===== src/rtl/mvu_8sx8u_mac_pkg.sv =====
// Shared types and constants for the MVU compute core.
package mvu_pkg;

  // Register stages from input capture to result: capture, dot product, accumulate.
  localparam int unsigned PIPELINE_DEPTH = 3;

  // Per-beat control travelling alongside the data through the pipeline.
  typedef struct packed {
    logic vld;
    logic lst;
  } stage_flags_t;

  // A zero beat is invalid and its last flag is dropped.
  function automatic stage_flags_t beat_flags(input logic last, input logic zero);
    stage_flags_t f;
    f.vld = ~zero;
    f.lst = last & ~zero;
    return f;
  endfunction

endpackage


===== src/rtl/mvu_8sx8u_mac_lane.sv =====
// One PE lane: SIMD-wide signed dot product (S2) and accumulator/result (S3).
module mvu_lane #(
  parameter int unsigned SIMD               = 1,
  parameter int unsigned ACTIVATION_WIDTH   = 8,
  parameter int unsigned WEIGHT_WIDTH       = 8,
  parameter int unsigned ACCU_WIDTH         = 24,
  parameter int unsigned SIGNED_ACTIVATIONS = 0,
  parameter int unsigned FORCE_BEHAVIORAL   = 0
) (
  input  logic                             clk,
  input  logic                             rst,
  input  logic                             en,
  input  logic [SIMD*WEIGHT_WIDTH-1:0]     w,
  input  logic [SIMD*ACTIVATION_WIDTH-1:0] a,
  input  logic                             beat_vld,
  input  logic                             beat_lst,
  output logic [ACCU_WIDTH-1:0]            p
);

  localparam int unsigned WW = WEIGHT_WIDTH;
  localparam int unsigned AW = ACTIVATION_WIDTH;
  // Exact product of a WW-bit signed weight and an (AW+1)-bit signed activation.
  localparam int unsigned PW = WW + AW + 1;
  localparam int unsigned SW = (ACCU_WIDTH > PW) ? ACCU_WIDTH : PW;

  // Activations are widened by one bit so unsigned and signed share one signed multiply.
  function automatic logic [ACCU_WIDTH-1:0] dot(
    input logic [SIMD*WW-1:0] wv,
    input logic [SIMD*AW-1:0] av
  );
    logic signed [WW-1:0] we;
    logic        [AW-1:0] araw;
    logic signed [AW:0]   ae;
    logic signed [PW-1:0] prod;
    logic signed [SW-1:0] sum;
    sum = '0;
    for (int unsigned s = 0; s < SIMD; s++) begin
      we   = wv[s*WW +: WW];
      araw = av[s*AW +: AW];
      ae   = {(SIGNED_ACTIVATIONS != 0) & araw[AW-1], araw};
      prod = PW'(we) * PW'(ae);
      sum  = sum + SW'(prod);
    end
    return sum[ACCU_WIDTH-1:0];
  endfunction

  logic [ACCU_WIDTH-1:0] dot_nxt;
  logic [ACCU_WIDTH-1:0] d;
  logic [ACCU_WIDTH-1:0] acc;
  logic [ACCU_WIDTH-1:0] p_r;

  // Same arithmetic in both branches; only the mapping hint differs.
  if (FORCE_BEHAVIORAL != 0) begin : g_fabric
    (* use_dsp = "no" *) logic [ACCU_WIDTH-1:0] dot_w;
    assign dot_w   = dot(w, a);
    assign dot_nxt = dot_w;
  end else begin : g_dsp
    (* use_dsp = "yes" *) logic [ACCU_WIDTH-1:0] dot_w;
    assign dot_w   = dot(w, a);
    assign dot_nxt = dot_w;
  end

  // S2: register the lane's dot product for the beat held in S1.
  always_ff @(posedge clk) begin
    if (rst) begin
      d <= '0;
    end else if (en) begin
      d <= dot_nxt;
    end
  end

  // S3: accumulate valid beats; a last beat publishes the total and restarts.
  always_ff @(posedge clk) begin
    if (rst) begin
      acc <= '0;
      p_r <= '0;
    end else if (en && beat_vld) begin
      if (beat_lst) begin
        p_r <= acc + d;
        acc <= '0;
      end else begin
        acc <= acc + d;
      end
    end
  end

  assign p = p_r;

endmodule


===== src/rtl/mvu_8sx8u_mac.sv =====
// MVU compute core: PE lanes of SIMD-wide dot products with per-lane accumulation.
module mvu_8sx8u_mac
  import mvu_pkg::*;
#(
  parameter int unsigned PE                 = 1,
  parameter int unsigned SIMD               = 1,
  parameter int unsigned ACTIVATION_WIDTH   = 8,
  parameter int unsigned WEIGHT_WIDTH       = 8,
  parameter int unsigned ACCU_WIDTH         = 24,
  parameter int unsigned SIGNED_ACTIVATIONS = 0,
  parameter int unsigned FORCE_BEHAVIORAL   = 0
) (
  input  logic                                clk,
  input  logic                                rst,
  input  logic                                en,
  input  logic                                last,
  input  logic                                zero,
  input  logic [PE*SIMD*WEIGHT_WIDTH-1:0]     w,
  input  logic [SIMD*ACTIVATION_WIDTH-1:0]    a,
  output logic                                vld,
  output logic [PE*ACCU_WIDTH-1:0]            p
);

  typedef logic [PE-1:0][SIMD-1:0][WEIGHT_WIDTH-1:0] w_vec_t;
  typedef logic [SIMD-1:0][ACTIVATION_WIDTH-1:0]     a_vec_t;
  typedef logic [PE-1:0][ACCU_WIDTH-1:0]             p_vec_t;

  localparam int unsigned LAST_STG = PIPELINE_DEPTH - 2;

  w_vec_t       w_s1;
  a_vec_t       a_s1;
  p_vec_t       p_lane;
  stage_flags_t stg [PIPELINE_DEPTH-1];
  logic         vld_r;

  // S1: capture operands of every enabled beat.
  always_ff @(posedge clk) begin
    if (rst) begin
      w_s1 <= '0;
      a_s1 <= '0;
    end else if (en) begin
      w_s1 <= w;
      a_s1 <= a;
    end
  end

  // Shared valid/last flags for S1..S2, and the result strobe in S3.
  always_ff @(posedge clk) begin
    if (rst) begin
      for (int unsigned i = 0; i < PIPELINE_DEPTH - 1; i++) begin
        stg[i] <= '0;
      end
      vld_r <= 1'b0;
    end else if (en) begin
      stg[0] <= beat_flags(last, zero);
      for (int unsigned i = 1; i < PIPELINE_DEPTH - 1; i++) begin
        stg[i] <= stg[i-1];
      end
      vld_r <= stg[LAST_STG].vld & stg[LAST_STG].lst;
    end
  end

  for (genvar pe = 0; pe < PE; pe++) begin : g_lane
    mvu_lane #(
      .SIMD               (SIMD),
      .ACTIVATION_WIDTH   (ACTIVATION_WIDTH),
      .WEIGHT_WIDTH       (WEIGHT_WIDTH),
      .ACCU_WIDTH         (ACCU_WIDTH),
      .SIGNED_ACTIVATIONS (SIGNED_ACTIVATIONS),
      .FORCE_BEHAVIORAL   (FORCE_BEHAVIORAL)
    ) u_lane (
      .clk      (clk),
      .rst      (rst),
      .en       (en),
      .w        (w_s1[pe]),
      .a        (a_s1),
      .beat_vld (stg[LAST_STG].vld),
      .beat_lst (stg[LAST_STG].lst),
      .p        (p_lane[pe])
    );
  end

  assign vld = vld_r;
  assign p   = p_lane;

endmodule


===== config.mk =====
export PLATFORM = sky130hd
export DESIGN_NAME = mvu_8sx8u_mac
export DESIGN_NICKNAME = d
export VERILOG_FILES = /design/src/rtl/mvu_8sx8u_mac_pkg.sv /design/src/rtl/mvu_8sx8u_mac_lane.sv /design/src/rtl/mvu_8sx8u_mac.sv
export SDC_FILE = /design/constraint.sdc
export NUM_CORES = 1
export LEC_CHECK = 0
export ABC_CLOCK_PERIOD_IN_PS = 4600
export BUFFER_PORTS_ARGS = -buffer_cell sky130_fd_sc_hd__buf_2
export CAP_MARGIN = 30
export CORE_MARGIN = 10
export CORE_UTILIZATION = 41
export DETAILED_ROUTE_END_ITERATION = 7
export PLACE_DENSITY_LB_ADDON = 0.08
export SKIP_CTS_REPAIR_TIMING = 1
export SYNTH_ARGS = -nofsm -noshare
export SYNTH_HDL_FRONTEND = slang
export SYNTH_SLANG_ARGS = --single-unit
export TNS_END_PERCENT = 5

===== constraint.sdc =====
create_clock -name clk -period 4.6 [get_ports clk]
set_input_delay 0.46 -clock clk [delete_from_list [all_inputs] [get_ports clk]]
set_output_delay 0.46 -clock clk [all_outputs]
set_load 0.05 [all_outputs]

==> results.tsv, run 1 <==
metric	value	unit
Die Y	146.2	µm
Starting Density	41.39	%
routed len/inst	16.17	µm
Multi-input gate area	4444	µm²
clock sink count	86	
row count	46	
Final ANT Viol Nets	0	
detailed-route vias per instance	5.313	
Post-Syn Nets	879	
Hold Slack	344.1	ps
Core Area	15770	µm²
clk buf depth	2	
Die Area	21370	µm²
Hold Violations, Final	0	
Final Setup Violations	0	
number of flops mapped to enable cells by yosys	4	
cell count after synthesis	754	
CP Capture Type	flip-flop	
H-tree levels	3	
IO Pins	46	
VDD IR max	0.2054	mV
leakage power	3.467	nW
syn avg cell area	8.657	µm²
Setup crit start kind	flip-flop	
Clk pin slew, worst setup/hold paths	70	ps
hpwl dp	12.44	mm
Power Density	247.8	nW/µm²
first-pass GRT wire length	27.30	mm
Max Cap Viol	0	
YS warnings	0	
CTS Root Cell	clkbuf_16	
period utilization	96.08	%
fin util	46.68	%
flops & latches, synth	86	
f_max	0.2263	GHz
initial antenna violation count	0	
Hold Crit Class	primary input to flip-flop	
Crit path required time	4860	ps
Via Count	5377	
GRT Total Usage	15.32	%
Power Total	1.824	mW
Worst Tran Pin Value	924.5	ps
final instance area	7361	µm²
register area	1770	µm²
GP Congestion	0.8632	
die width	146.2	µm
CP arrival	4680	ps
cell taking the most area after synthesis	dfxtp_1	
Post-layout nets	917	
# diodes	0	
minimum clock period	4420	ps
IO Port Bufs	45	
status	finished, final reports clean	
vias in the first global route	5282	
crit path kind	flip-flop to flip-flop	
CP Max Fanout	5	
max-slew violation count	0	
Final WS setup	180.3	ps
GRT Residual Overflow	0	
slew margin rel.	38.36	%
Clock Latency Late Sink	350	ps
CTS Buf Count	9	
Residual DRC	0	
async set-or-reset flop fraction in the synthesized netlist	0	%
Cell Area, Synth	6528	µm²
TritonCTS clock tree	yes	
Synth top area share	25.15	%
dpl cell area	7010	µm²
dominant synthesized flop cell	dfxtp_1	
total wire length	16.36	mm
count of TritonRoute iterations in the first routing pass	5	
post-synthesis sequential area ratio	26.99	%
Worst Skew	12.73	ps
largest net degree at the start of global routing	51	
Area contributors post-synth	dfxtp_1, ha_1, fa_1, and2_1, nand2_1	
layout cells sized above 1	11.93	%
drt first-iter violations	338	
dpl ws	-37.80	ps
synth unique cells	60	
filler cell count	1639	
Area Overhead vs Synth	12.77	%
-- routing by layer --
layer / GRT usage [%] / part of all wire, %
met1: 21.56 / 50
met2: 23.02 / 44
met3: 2.719 / 4.6
met4: 5.255 / 1.8
met5: 0 / 0
-- worst paths after layout --
check / end / cells past startpoint / start / slack [ps]
worst max register to register: g_lane[0].u_lane.d[16]$_SDFFE_PP0P_ / 16 / w_s1[4]$_SDFFE_PP0P_ / 180
worst max-delay path: g_lane[0].u_lane.d[16]$_SDFFE_PP0P_ / 16 / w_s1[4]$_SDFFE_PP0P_ / 180
worst min-delay path: w_s1[5]$_SDFFE_PP0P_ / 3 / w[5] / 340
worst min register to register: g_lane[0].u_lane.p[13]$_SDFFE_PP0P_ / 2 / g_lane[0].u_lane.p[13]$_SDFFE_PP0P_ / 450
-- per-stage QoR --
stage	TNS, ps	cells
2_1_floorplan	0	754
3_3_place_gp	0	997
3_5_place_dp	-52.94	997
4_1_cts	-111.6	1012
5_1_grt	-30.43	1012
6_report	0	1012
-- report_power, final --
part           internal (mW)  switching, mW  leakage (nW)
clock                  0.401          0.329         0.141
sequential             0.775         0.0293         0.712
combinational          0.115          0.174          2.61
-- registers in the layout (all words and copies together) (netlist names) --
name and cells:
vld 1, g_lane.u_lane.acc 24, a_s1 8, g_lane.u_lane.d 17, w_s1 8, g_lane.u_lane.p 24, stg 4
-- critical path: stages, from the launching register on --
cell and delay, ps:
dfxtp_1 350, buf_4 160, and2_1 170, fa_1 560
fa_1 450, fa_1 540, inv_1 50, fa_1 530
inv_1 40, ha_1 230, nor4_2 290, o21a_1 180
nor3_1 50, buf_4 150, a221oi_2 250, xnor2_1 110
a211oi_1 220
-- final cells by class --
| cell class | instances | area share [%] |
|---|---|---|
| Clock buffer | 10 | 3.400 |
| Inverter | 66 | 3.366 |
| Sequential cell | 86 | 24.05 |
| Multi-Input combinational cell | 569 | 60.38 |
| Timing Repair Buffer | 60 | 4.589 |
| Tap cell | 216 | 3.672 |
| Clock inverter | 5 | 0.5439 |
-- layout by cell type (no fill, tap or decap), types with 5 or more instances in the layout --
master,instances
dfxtp_1,75
nand2_1,69
inv_1,65
ha_1,65
nor2_1,55
a21oi_1,49
buf_2,45
and2_1,44
fa_1,38
mux2i_1,25
nand3_1,21
xnor2_1,19
a21o_1,18
o21ai_1,17
buf_4,15
nand4_1,12
nor3_1,12
o21ai_0,12
nand2b_1,11
xor2_1,10
clkbuf_16,10
o21a_1,7
dfxtp_2,7
a31oi_1,6
a22oi_1,6
a211oi_1,5
-- Yosys cell counts (3+ instances only) --
library cell and number:
o22ai_1 3, or4_1 4, dfxtp_1 82, o21ai_1 18, xnor2_1 19, nand2_1 69
edfxtp_1 4, a31oi_1 6, nor3b_1 3, mux2i_1 25, nand3_1 21, a211oi_1 5
nor2_1 57, and2_1 44, a22oi_1 6, o311ai_1 3, nor3_1 12, buf_1 5
fa_1 38, o21ai_0 12, xor2_1 10, and3_1 4, inv_1 66, nand4_1 12
a21oi_1 50, o21bai_1 4, ha_1 66, o21a_1 7, a22o_1 4, clkbuf_1 27
a21o_1 18, nand2b_1 11
-- cell families (layout without fill, tap and decap cells) --
logic type / count (synthesis) / after routing / share of synthesized area, %
compound gates: 160 / 160 / 16.31
xor+xnor: 29 / 29 / 3.891
fa+ha+maj: 104 / 104 / 24.31
buf+inv: 99 / 141 / 5.712
flops: 86 / 86 / 26.99
mux: 26 / 26 / 4.006
simple gates: 250 / 250 / 18.78
(Power assumes the default switching activity.)
==> run 2, diff against run 1 <==
- BUFFER_PORTS_ARGS: -buffer_cell sky130_fd_sc_hd__buf_2 -> -buffer_cell sky130_fd_sc_hd__buf_4
==> results.tsv, run 2 (synthesis results as in run 1) <==
metric	value	unit
status	finished, final reports clean	
Area Overhead vs Synth	15.24	%
minimum clock period	4381	ps
die width	146.2	µm
Worst Tran Pin Value	847.8	ps
# diodes	0	
Residual DRC	0	
TritonCTS clock tree	yes	
Hold Violations, Final	0	
Reg2Reg Depth	16	
worst setup path endpoint	g_lane[0].u_lane.d[16]$_SDFFE_PP0P_	
commonest non-fill, non-tap cell in the layout	dfxtp_1	
row count	46	
Clk pin slew, worst setup/hold paths	80	ps
GP Congestion	0.8499	
initial antenna violation count	0	
most frequent cells in the layout	dfxtp_1, nand2_1, inv_1, ha_1, buf_4	
filler cell count	1582	
Die Area	21370	µm²
largest net degree at the start of global routing	68	
layout cells sized above 1	12.53	%
Starting Density	41.39	%
switching share of total power	30.84	%
Multi-input gate area	4472	µm²
max-slew violation count	0	
Worst R2R End	g_lane[0].u_lane.d[16]$_SDFFE_PP0P_	
Hold Crit Class	primary input to flip-flop	
Setup crit start kind	flip-flop	
CP max stage delay	540	ps
CTS Buf Count	9	
dpl cell area	7108	µm²
CTS Root Cell	clkbuf_16	
vias in the first global route	5223	
dpl ws	-39.61	ps
crit path kind	flip-flop to flip-flop	
GRT Total Usage	15.11	%
CP Cell Sequence	clkinvlp_4 -> nor2_4 -> fa_1 -> fa_1 -> fa_1 -> inv_1 -> fa_1 -> inv_1 -> ha_1 -> nor4_2 -> o21a_1 -> nor3_1 -> buf_4 -> a221oi_2 -> xnor2_1 -> a211oi_1	
fin util	47.70	%
register area	1774	µm²
non-filler cells, final	1014	
Power Total	1.854	mW
Core Area	15770	µm²
Die Y	146.2	µm
CP arrival	4660	ps
Top delay family on crit path	adder cells	
Logic pwr share	16.0	%
Max Cap Viol	0	
drt first-iter violations	304	
CP max stage cell	fa_1	
clock sink count	86	
Worst Skew	15.46	ps
Crit path required time	4880	ps
Final ANT Viol Nets	0	
worst setup path startpoint	w_s1[7]$_SDFFE_PP0P_	
P_sw	571.7	µW
Worst Path Buf+Inv	4	
count of TritonRoute iterations in the first routing pass	5	
slew margin rel.	43.04	%
R2R Setup Slk	220	ps
H-tree levels	3	
leakage power	3.495	nW
Clock Latency Late Sink	360	ps
Final Setup Violations	0	
first-pass GRT wire length	26.89	mm
GRT Residual Overflow	0	
f_max	0.2283	GHz
Power Density	246.5	nW/µm²
Crit path depth	16	
Seq pwr share	43.5	%
Clock Power Share	40.5	%
Worst R2R Start	w_s1[7]$_SDFFE_PP0P_	
unrepaired setup endpoints after global routing	yes	
clk buf depth	2	
routed len/inst	15.83	µm
WHS Path Cells	3	
VDD IR max	0.1576	mV
IO Pins	46	
Hold Slack	334.9	ps
Final WS setup	219.4	ps
CP Max Fanout	6	
Pint	1.282	mW
total wire length	16.05	mm
CP Capture Type	flip-flop	
# placed instances	995	
period utilization	95.23	%
hpwl dp	12.11	mm
detailed-route vias per instance	5.298	
CP most frequent cell	fa_1	
IO Port Bufs	45	
total negative slack	0	ps
Via Count	5372	
Post-layout nets	918	
final instance area	7522	µm²
[run 2: cell types whose count changed in the layout (fill, tap and decap cells not counted), sizes merged]
cell / change
clkbuf: -1
buf: +1
inv: +2
[run 2: how the worst min path moves through the flow]
stage | slack, ps | from | endpoint
after floorplan | 430 | g_lane[0].u_lane.acc[10]$_SDFFE_PP0P_ | g_lane[0].u_lane.acc[10]$_SDFFE_PP0P_
after global placement | 440 | g_lane[0].u_lane.acc[21]$_SDFFE_PP0P_ | g_lane[0].u_lane.acc[21]$_SDFFE_PP0P_
after detailed placement | 450 | g_lane[0].u_lane.p[11]$_SDFFE_PP0P_ | g_lane[0].u_lane.p[11]$_SDFFE_PP0P_
after CTS | 330 | w[5] | w_s1[5]$_SDFFE_PP0P_
after global routing | 340 | a[4] | a_s1[4]$_SDFFE_PP0P_
final | 330 | w[1] | w_s1[1]$_SDFFE_PP0P_
[run 2: metal layers]
layer,up-vias,GRT usage [%],wire [µm]
li1,2682,-,-
met1,2586,21.27,8089
met2,94,23.25,7119
met3,10,2.534,675
met4,0,4.154,169
met5,-,0,0
[run 2: worst register-to-register path, stage by stage, from the launching register on]
cell and delay (ps):
dfxtp_4 410, clkinvlp_4 200, nor2_4 160, fa_1 430, fa_1 520, fa_1 540, inv_1 50, fa_1 530
inv_1 40, ha_1 240, nor4_2 260, o21a_1 160, nor3_1 50, buf_4 150, a221oi_2 250, xnor2_1 110
a211oi_1 210
[run 2: cell type report]
type                    instances  share of cell area, %
repair buffers                 61                  6.088
multi-input cells             569                  59.45
clock inverters                 7                 0.9481
flip-flops and latches         86                  23.59
clock buffers                   9                  2.994
inverters                      66                  3.343
well taps                     216                  3.593
[run 2: power groups by stage]
| stage | Combinational, mW | Sequential (mW) | Clock [mW] |
|---|---|---|---|
| 3_5_place_dp | 0.289 | 0.823 | 0 |
| 2_1_floorplan | 0.207 | 0.816 | 0 |
| 4_1_cts | 0.291 | 0.805 | 0.769 |
| 6_report | 0.296 | 0.806 | 0.752 |
| 5_1_grt | 0.337 | 0.811 | 0.804 |
| 3_3_place_gp | 0.285 | 0.821 | 0 |
==> run 3, diff against run 2 <==
- CORE_UTILIZATION: 41 -> 35
- SYNTH_HIERARCHICAL: default -> 1
==> results.tsv, run 3 <==
metric	value	unit
Max Cap Viol	0	
largest family of logic cells by synthesized area	adder cells	
TritonCTS clock tree	yes	
flops & latches, synth	86	
syn avg cell area	8.944	µm²
number of flops mapped to enable cells by yosys	4	
Post-Syn Nets	858	
mux cell area share after synthesis	4.313	%
vias in the first global route	5272	
Die Y	156.9	µm
Die Area	24610	µm²
final instance area	7570	µm²
Final WS setup	243.2	ps
# placed instances	987	
row count	49	
Starting Density	36.01	%
crit path kind	flip-flop to flip-flop	
Worst Skew	6.891	ps
die width	156.9	µm
commonest non-fill, non-tap cell in the layout	dfxtp_1	
VDD IR max	0.1879	mV
CP Max Fanout	9	
H-tree levels	3	
Final ANT Viol Nets	0	
leakage power	3.459	nW
IO Pins	46	
filler cell count	1833	
Crit path required time	4790	ps
Reg2Reg Depth	15	
total negative slack	0	ps
CP arrival	4540	ps
minimum clock period	4357	ps
clock sink count	86	
Core Area	18210	µm²
WHS Path Cells	3	
layout cells sized above 1	15.70	%
Post-layout nets	897	
Synth Area in XOR/XNOR	4.218	%
IO Port Bufs	45	
f_max	0.2295	GHz
cell count after synthesis	733	
routed len/inst	15.65	µm
hpwl dp	11.67	mm
R2R Setup Slk	240	ps
synth unique cells	69	
total wire length	15.74	mm
clk buf depth	2	
non-filler cells, final	1006	
fin util	41.57	%
count of TritonRoute iterations in the first routing pass	4	
Area Overhead vs Synth	15.46	%
max-slew violation count	0	
Hold Crit Endpoint	w_s1[7]$_SDFFE_PP0P_	
async set-or-reset flop fraction in the synthesized netlist	0	%
Worst R2R Start	w_s1[4]$_SDFFE_PP0P_	
Power Total	1.806	mW
Adder-Cell Fraction of Synth Area	24.20	%
drt first-iter violations	239	
Via Count	5195	
slew margin rel.	39.19	%
period utilization	94.71	%
first-pass GRT wire length	26.41	mm
Worst R2R End	g_lane[0].u_lane/d[16]$_SDFFE_PP0P_	
largest net degree at the start of global routing	91	
Residual DRC	0	
dominant synthesized flop cell	dfxtp_1	
dpl ws	9.927	ps
CP Capture Type	flip-flop	
Setup crit start kind	flip-flop	
Clock Latency Late Sink	350	ps
post-synthesis sequential area ratio	26.87	%
GRT Total Usage	13.12	%
# diodes	0	
Simple-Gate Fraction of Synth Area	18.21	%
Synth top area share	25.04	%
GP Congestion	0.8384	
initial antenna violation count	0	
count leader, synth	dfxtp_1	
detailed-route vias per instance	5.164	
Final Setup Violations	0	
Compound-Gate Fraction of Synth Area	16.47	%
GRT Residual Overflow	0	
CTS Root Cell	clkbuf_16	
most frequent cells in the layout	dfxtp_1, nand2_1, nor2_1	
Cell Area, Synth	6556	µm²
Clk pin slew, worst setup/hold paths	60	ps
Hold Violations, Final	0	
Area contributors post-synth	dfxtp_1, ha_1, fa_1, and2_1, mux2i_1	
Power Density	238.6	nW/µm²
Post-synth top cells	dfxtp_1, nand2_1, nor2_1, ha_1, inv_1	
cell taking the most area after synthesis	dfxtp_1	
Hold Slack	344.5	ps
dpl cell area	7113	µm²
CTS Buf Count	9	
Worst Tran Pin Value	912.2	ps
Hold Crit Class	primary input to flip-flop	
status	finished, final reports clean	
YS warnings	6	
Hold Crit Start	w[7]	
## run 3: changes by cell type in the layout (fill, tap and decap cells not counted), sizes merged, moves of 4 or more
cell | previous run | this run
nor2 | 57 | 67
nor3 | 12 | 4
a22o | 4 | 8
nand4 | 12 | 4
a211oi | 5 | 11
nand3 | 21 | 11
nand3b | 2 | 7
buf | 61 | 56
inv | 70 | 63
o21ai | 30 | 23
a21o | 18 | 11
o211ai | 2 | 6
a31oi | 6 | 2
## run 3: power by group
group / total, mW / leakage (nW) / switching (mW) / internal (mW)
logic: 0.300 / 2.61 / 0.172 / 0.128
clock network: 0.700 / 0.129 / 0.330 / 0.369
registers: 0.806 / 0.717 / 0.0322 / 0.774
total: 1.81 / 3.46 / 0.534 / 1.27
## run 3: worst max-delay path, cell delays in order (launching register included)
cell and delay (ps):
dfxtp_4 380, and2_1 180, fa_1 570, fa_1 440, fa_1 540, inv_1 50, fa_1 520, inv_1 60
ha_4 250, a21oi_2 130, o22ai_2 110, o41ai_4 380, o211ai_1 160, a21oi_1 190, xnor2_1 130, a211oi_1 80
## run 3: kinds of logic after synthesis
family | count (synthesis)
AOI/OAI and AO/OA | 153
xor gates and xnor gates | 30
adders and majority gates | 104
buffers and inverters | 92
DFF | 86
muxes | 28
and+or+nand+nor | 240
## run 3: per-layer routing
layer	vias to the layer above	GRT usage [%]	wire [µm]
met5	-	0	0
met4	0	4.674	227
met3	12	2.248	537
met2	69	21.07	7247
met1	2527	17.31	7728
li1	2587	-	-
## run 3: cell type report
class | instances | area, µm² | area share (%)
Multi-Input combinational cell | 555 | 4523 | 59.75
Sequential cell | 86 | 1799 | 23.77
Inverter | 62 | 235.2 | 3.107
Timing Repair Buffer | 58 | 450.4 | 5.950
Tap cell | 229 | 286.5 | 3.785
Clock inverter | 6 | 46.29 | 0.6116
Clock buffer | 10 | 229.0 | 3.025
## run 3: how the worst max path moves through the flow
stage	start	endpoint	slack, ps	depth (start not counted)
CTS	w_s1[7]$_SDFFE_PP0P_	g_lane[0].u_lane/d[16]$_SDFFE_PP0P_	-20	16
global placement	w_s1[7]$_SDFFE_PP0P_	g_lane[0].u_lane/d[16]$_SDFFE_PP0P_	90	16
global route	a_s1[2]$_SDFFE_PP0P_	g_lane[0].u_lane/d[16]$_SDFFE_PP0P_	-20	16
detailed placement	w_s1[7]$_SDFFE_PP0P_	g_lane[0].u_lane/d[16]$_SDFFE_PP0P_	10	16
finish	w_s1[4]$_SDFFE_PP0P_	g_lane[0].u_lane/d[16]$_SDFFE_PP0P_	240	15
floorplan	w_s1[7]$_SDFFE_PP0P_	g_lane[0].u_lane/d[15]$_SDFFE_PP0P_	360	14
